$ cat src/rtl/ofdm_ifft_feeder.sv
`default_nettype none
// ============================================================================
// Module   : ofdm_ifft_feeder
// Purpose  : Collects 48 data points per OFDM symbol, inserts 4 pilots and
//            12 nulls, and streams the 64-bin symbol to the IFFT as one burst.
//            Optional PILOT_SCRAMBLE_EN adds per-symbol pilot polarity (LFSR).
// Revision : 1.0
// ============================================================================
module ofdm_ifft_feeder #(
    parameter logic signed [10:0] PILOT_AMP = 11'sd256,
    parameter int unsigned        GAP       = 0
) (
    input  logic               CLK,
    input  logic               RST,
    input  logic               valid_d,
    output logic               ready_d,
    input  logic signed [10:0] dr,
    input  logic signed [10:0] di,
    input  logic               flush,
    output logic               valid_a,
    output logic signed [10:0] ar,
    output logic signed [10:0] ai,
    output logic               sym_done,
    output logic [15:0]        sym_cnt
);

    localparam logic [1:0]         c_ST_FILL   = 2'd0;
    localparam logic [1:0]         c_ST_EMIT   = 2'd1;
    localparam logic [1:0]         c_ST_WAIT   = 2'd2;
    localparam logic [5:0]         c_LAST_DATA = 6'd47;
    localparam logic [7:0]         c_GAP_LOAD  = (GAP == 0) ? 8'd0 : 8'(GAP - 1);
    localparam logic signed [10:0] c_PILOT_NEG = -PILOT_AMP;

    logic [1:0]         r_state;
    logic [1:0]         w_state_nxt;
    logic [5:0]         r_fcnt;
    logic [5:0]         r_bin;
    logic [7:0]         r_gap;
    logic               r_ready;
    logic               r_valid_a;
    logic               r_last;
    logic               r_sym_done;
    logic signed [10:0] r_ar;
    logic signed [10:0] r_ai;
    logic [15:0]        r_sym_cnt;
    logic [21:0]        r_buf [0:47];

    logic               w_acc;
    logic               w_close;
    logic               w_last_bin;
    logic               w_is_null;
    logic               w_is_pilot;
    logic               w_pilot_neg;
    logic               w_scr_inv;
    logic [5:0]         w_didx;
    logic [21:0]        w_dword;
    logic signed [10:0] w_bin_re;
    logic signed [10:0] w_bin_im;

    assign w_acc      = valid_d && r_ready && (r_state == c_ST_FILL);
    // Flush closes the symbol only if it would carry at least one sample.
    assign w_close    = (w_acc && (r_fcnt == c_LAST_DATA)) ||
                        (flush && (r_state == c_ST_FILL) && ((r_fcnt != 6'd0) || w_acc));
    assign w_last_bin = (r_bin == 6'd63);

    always_comb begin
        w_state_nxt = r_state;
        case (r_state)
            c_ST_FILL: if (w_close) w_state_nxt = c_ST_EMIT;
            c_ST_EMIT: if (w_last_bin) w_state_nxt = (GAP == 0) ? c_ST_FILL : c_ST_WAIT;
            c_ST_WAIT: if (r_gap == 8'd0) w_state_nxt = c_ST_FILL;
            default:   w_state_nxt = c_ST_FILL;
        endcase
    end

    // Subcarrier map: bin index to null / pilot / data slot.
    always_comb begin
        w_is_null   = (r_bin == 6'd0) || ((r_bin >= 6'd27) && (r_bin <= 6'd37));
        w_is_pilot  = (r_bin == 6'd7) || (r_bin == 6'd21) || (r_bin == 6'd43) || (r_bin == 6'd57);
        w_pilot_neg = (r_bin == 6'd21);
        w_didx      = 6'd0;
        if (!w_is_null && !w_is_pilot) begin
            if (r_bin < 6'd7)       w_didx = r_bin - 6'd1;
            else if (r_bin < 6'd21) w_didx = r_bin - 6'd2;
            else if (r_bin < 6'd27) w_didx = r_bin - 6'd3;
            else if (r_bin < 6'd43) w_didx = r_bin - 6'd14;
            else if (r_bin < 6'd57) w_didx = r_bin - 6'd15;
            else                    w_didx = r_bin - 6'd16;
        end
    end

    // Slots beyond the fill count belong to a flushed symbol and read as zero.
    assign w_dword = (w_didx < r_fcnt) ? r_buf[w_didx] : 22'd0;

    always_comb begin
        w_bin_re = 11'sd0;
        w_bin_im = 11'sd0;
        if (w_is_pilot) begin
            w_bin_re = (w_pilot_neg ^ w_scr_inv) ? c_PILOT_NEG : PILOT_AMP;
        end else if (!w_is_null) begin
            w_bin_re = w_dword[21:11];
            w_bin_im = w_dword[10:0];
        end
    end

`ifdef PILOT_SCRAMBLE_EN
    logic [6:0] r_lfsr;

    assign w_scr_inv = r_lfsr[6] ^ r_lfsr[3];

    always_ff @(posedge CLK or negedge RST) begin
        if (!RST) begin
            r_lfsr <= 7'b1111111;
        end else if (r_valid_a && r_last) begin
            r_lfsr <= {r_lfsr[5:0], w_scr_inv};
        end
    end
`else
    assign w_scr_inv = 1'b0;
`endif

    always_ff @(posedge CLK) begin
        if (w_acc) r_buf[r_fcnt] <= {dr, di};
    end

    always_ff @(posedge CLK or negedge RST) begin
        if (!RST) begin
            r_state    <= c_ST_FILL;
            r_fcnt     <= 6'd0;
            r_bin      <= 6'd0;
            r_gap      <= 8'd0;
            r_ready    <= 1'b0;
            r_valid_a  <= 1'b0;
            r_last     <= 1'b0;
            r_sym_done <= 1'b0;
            r_ar       <= 11'sd0;
            r_ai       <= 11'sd0;
            r_sym_cnt  <= 16'd0;
        end else begin
            r_state <= w_state_nxt;
            r_ready <= (w_state_nxt == c_ST_FILL);
            if (w_acc) begin
                r_fcnt <= r_fcnt + 6'd1;
            end else if ((r_state == c_ST_EMIT) && w_last_bin) begin
                r_fcnt <= 6'd0;
            end
            r_bin <= (r_state == c_ST_EMIT) ? r_bin + 6'd1 : 6'd0;
            if (r_state == c_ST_EMIT) begin
                r_gap <= c_GAP_LOAD;
            end else if ((r_state == c_ST_WAIT) && (r_gap != 8'd0)) begin
                r_gap <= r_gap - 8'd1;
            end
            r_valid_a  <= (r_state == c_ST_EMIT);
            r_last     <= (r_state == c_ST_EMIT) && w_last_bin;
            r_ar       <= (r_state == c_ST_EMIT) ? w_bin_re : 11'sd0;
            r_ai       <= (r_state == c_ST_EMIT) ? w_bin_im : 11'sd0;
            r_sym_done <= r_valid_a && r_last;
            if (r_valid_a && r_last) r_sym_cnt <= r_sym_cnt + 16'd1;
        end
    end

    assign ready_d  = r_ready;
    assign valid_a  = r_valid_a;
    assign ar       = r_ar;
    assign ai       = r_ai;
    assign sym_done = r_sym_done;
    assign sym_cnt  = r_sym_cnt;

endmodule
`default_nettype wire
$ cat config.mk
export PLATFORM = sky130hd
export DESIGN_NAME = ofdm_ifft_feeder
export DESIGN_NICKNAME = d
export VERILOG_FILES = /design/src/rtl/ofdm_ifft_feeder.sv
export SDC_FILE = /design/constraint.sdc
export NUM_CORES = 1
export LEC_CHECK = 0
export ABC_AREA = 0
export CAP_MARGIN = 25
export CELL_PAD_IN_SITES_DETAIL_PLACEMENT = 2
export CELL_PAD_IN_SITES_GLOBAL_PLACEMENT = 2
export CORE_UTILIZATION = 45
export DETAILED_ROUTE_END_ITERATION = 8
export HOLD_SLACK_MARGIN = 0.15
export PLACE_DENSITY = 0.82
export SYNTH_ARGS = -nofsm -noshare
export SYNTH_HDL_FRONTEND = slang
export SYNTH_SLANG_ARGS = --single-unit
$ cat constraint.sdc
create_clock -name CLK -period 4.9 [get_ports CLK]
set_input_delay 0.49 -clock CLK [delete_from_list [all_inputs] [get_ports CLK]]
set_output_delay 0.49 -clock CLK [all_outputs]
set_load 0.01 [all_outputs]
==> metrics.txt <==
status=finished with violations; failing checks=setup timing; die area=just over 100,000 um^2; Synth top area share=0.704; commonest cells in the netlist=1,056 x edfxtp_1, 893 x nand2_1, 436 x nand3_1; final period utilization=1.00; post-synthesis net count=~3.5k; # clock sinks=between 1k and 1.5k; DP HPWL=110 mm; First-pass DRT Iterations=6; Core Box Area=slightly below 100,000 um^2; CP startpoint kind=flip-flop; async set-reset flop share out of synthesis=0.0571; DP Area=approximately 48,000 um^2; initial antenna violation count=12; Worst slew margin=0.234; Worst Max-Slew Pin Slew=1.15 ns; Mapped Cells=around 3.5k; gr busiest metal=met2; Main synth FF type=edfxtp_1; Clock Path Buffers=3; GR Layer Usage met1=0.472; placed cell count=~4.7k; nets@finish=around 3.7k; Seq. cell area=~33,000 um^2; dpl ws=~0.023 ns; GP Congestion=roughly 0.87; synthesis-to-layout area growth=15.5%; Inserted Clock Buffers=roughly 120; H-tree levels=3; CP Capture Type=flip-flop; vias in the first global route=35.9k; layout cells sized above 1=0.116; first-pass GRT wire length=approximately 280 mm; Vias=~35k; Std-Cell Rows=115; multi-input logic area=around 11,000 um^2; average wire per standard cell=just over 40 um; Crit path required time=between 5 and 6 ns; CTS tree=done; Starting Density=0.456; Ys Warns=0; chip height=approximately 320 um; final instance area=52,000 um^2; port buffer count=between 60 and 70; Distinct cells, synth=70; Hold Path Depth=1; Clock Latency Late Sink=between 0.7 and 0.8 ns; fmax=~0.20 GHz; Worst-path clk slew=~0.060 ns; Syn Std Cell Area=around 45,000 um^2; Final Max Slew Viols=0; synthesized flop and latch total=about 1.1k; Root Driver=clkbuf_16; max-cap violations=0; flop-to-flop setup slack=-0.02 ns; GRT Total Usage=0.385; M3 GR Usage=0.0874; final setup fails=1; unrepaired setup endpoints after global routing=true; Final WS setup=-0.0223 ns; global routing met2 resource utilization=0.628; Ports=67; critical path class=flip-flop to flip-flop; DR vias/cell=about 7; register area share after synthesis=0.739; antenna-violating nets left=0; Crit Path Max Fanout=72; 1st-iter DRT viols=4,844; dominant cells by area after synthesis=edfxtp_1 70%, nand2_1 7.4%, nand3_1 4.8%; Critical Path AT=roughly 5.5 ns; number of enable flip-flop cells after synthesis=approximately 1.1k; Worst Hold Class=input pin to flip-flop; worst hold margin=roughly 0.16 ns; drc violations=0; Hold Violations, Final=0; largest area contributor in the netlist=edfxtp_1; Layout Cells excl Fill=roughly 5.0k; count leader, synth=edfxtp_1; final setup skew=about 0.052 ns; fin crit period=4.92 ns; FF-to-FF path depth=15; die width=318 um; Syn Area/Cell=about 13 um^2; number of fill cells=around 9.0k; Routed WL=between 200 and 250 mm; grt ovf=0; Post-CTS Setup Inserts=0; largest net degree at the start of global routing=73
## final timing paths
path | from | endpoint
max | r_bin[4] | ai[10]
min | dr[4] | r_buf[12][15]
max reg2reg | r_bin[4] | ai[10]
min reg2reg | r_gap[7] | r_gap[7]
max in group asynchronous | RST | r_bin[5]
min in group asynchronous | RST | sym_cnt[12]
## metal layers
layer  up-vias  share of wire
met1     17880           0.36
met3       712           0.10
met4        14          0.062
met5         -        0.00057
met2      2748           0.47
li1      13165              -
## repair_timing
item,4_1_cts,5_1_grt
cloned,0,0
endpoints found under the hold margin,26,22
hold buffers,1,4
resized for setup,2,7
endpoints found under the setup margin,19,20
## kinds of logic (layout without fill, tap and decap cells)
kind of cell | count (synthesis) | count (layout) | share of synthesized area
compound gates | 447 | 447 | 0.0693
mux | 6 | 6 | 0.00139
flops | 1120 | 1120 | 0.739
other cells | 0 | 6 | 0
buf+inv | 253 | 493 | 0.0241
simple gates | 1591 | 1591 | 0.154
xor+xnor | 29 | 29 | 0.00605
fa+ha+maj | 21 | 21 | 0.00583
## critical path: stages (launching register included)
cell      delay [ns]
dfrtp_1         0.51
inv_1           0.24
ha_1            0.35
a22oi_1         0.18
nor2_1          0.07
a211o_1         0.41
nor2_4          0.36
buf_12          0.31
nand2_4         0.18
buf_12          0.27
a211oi_1        0.46
a31oi_1         0.11
o22ai_1         0.54
nor3_1          0.20
buf_4           0.21
a211o_1         0.34
## cell usage in the layout (no fill, tap or decap), drive strengths merged, types with 21 or more instances in the layout
cell type / n
nand2: 893
buf: 198
clkinv: 53
a211o: 22
a311oi: 56
nand3: 436
edfxtp: 1056
a21oi: 60
a211oi: 99
ha: 21
inv: 29
clkbuf: 160
dfrtp: 64
clkdlybuf4s50: 43
a31oi: 133
and3: 101
nor2: 92
## area by class of cell
type,instances,area share
sequential,1120,0.640
multi-input combinational,2094,0.209
antenna,6,0.000289
timing repair buffer,246,0.0485
tap,1287,0.0309
clock inverter,61,0.00755
inverter,26,0.00202
clock buffer,160,0.0611
## through the flow
stage	TNS, ns	utilization
floorplan	0	-
global placement	0	0.485
detailed placement	0	0.485
CTS	0	0.521
global route	-0.0196	0.526
finish	-0.0223	0.526
## flip-flops by register name (all words and copies together) (netlist names)
name / count
r_bin: 6
ready_d: 1
ai: 11
r_buf: 1056
r_gap: 8
sym_cnt: 16
r_fcnt: 6
sym_done: 1
valid_a: 1
r_state: 2
ar: 11
r_last: 1
Power is not shown: default switching activity piles up to over one toggle a cycle in this logic, so the estimate is an artifact.
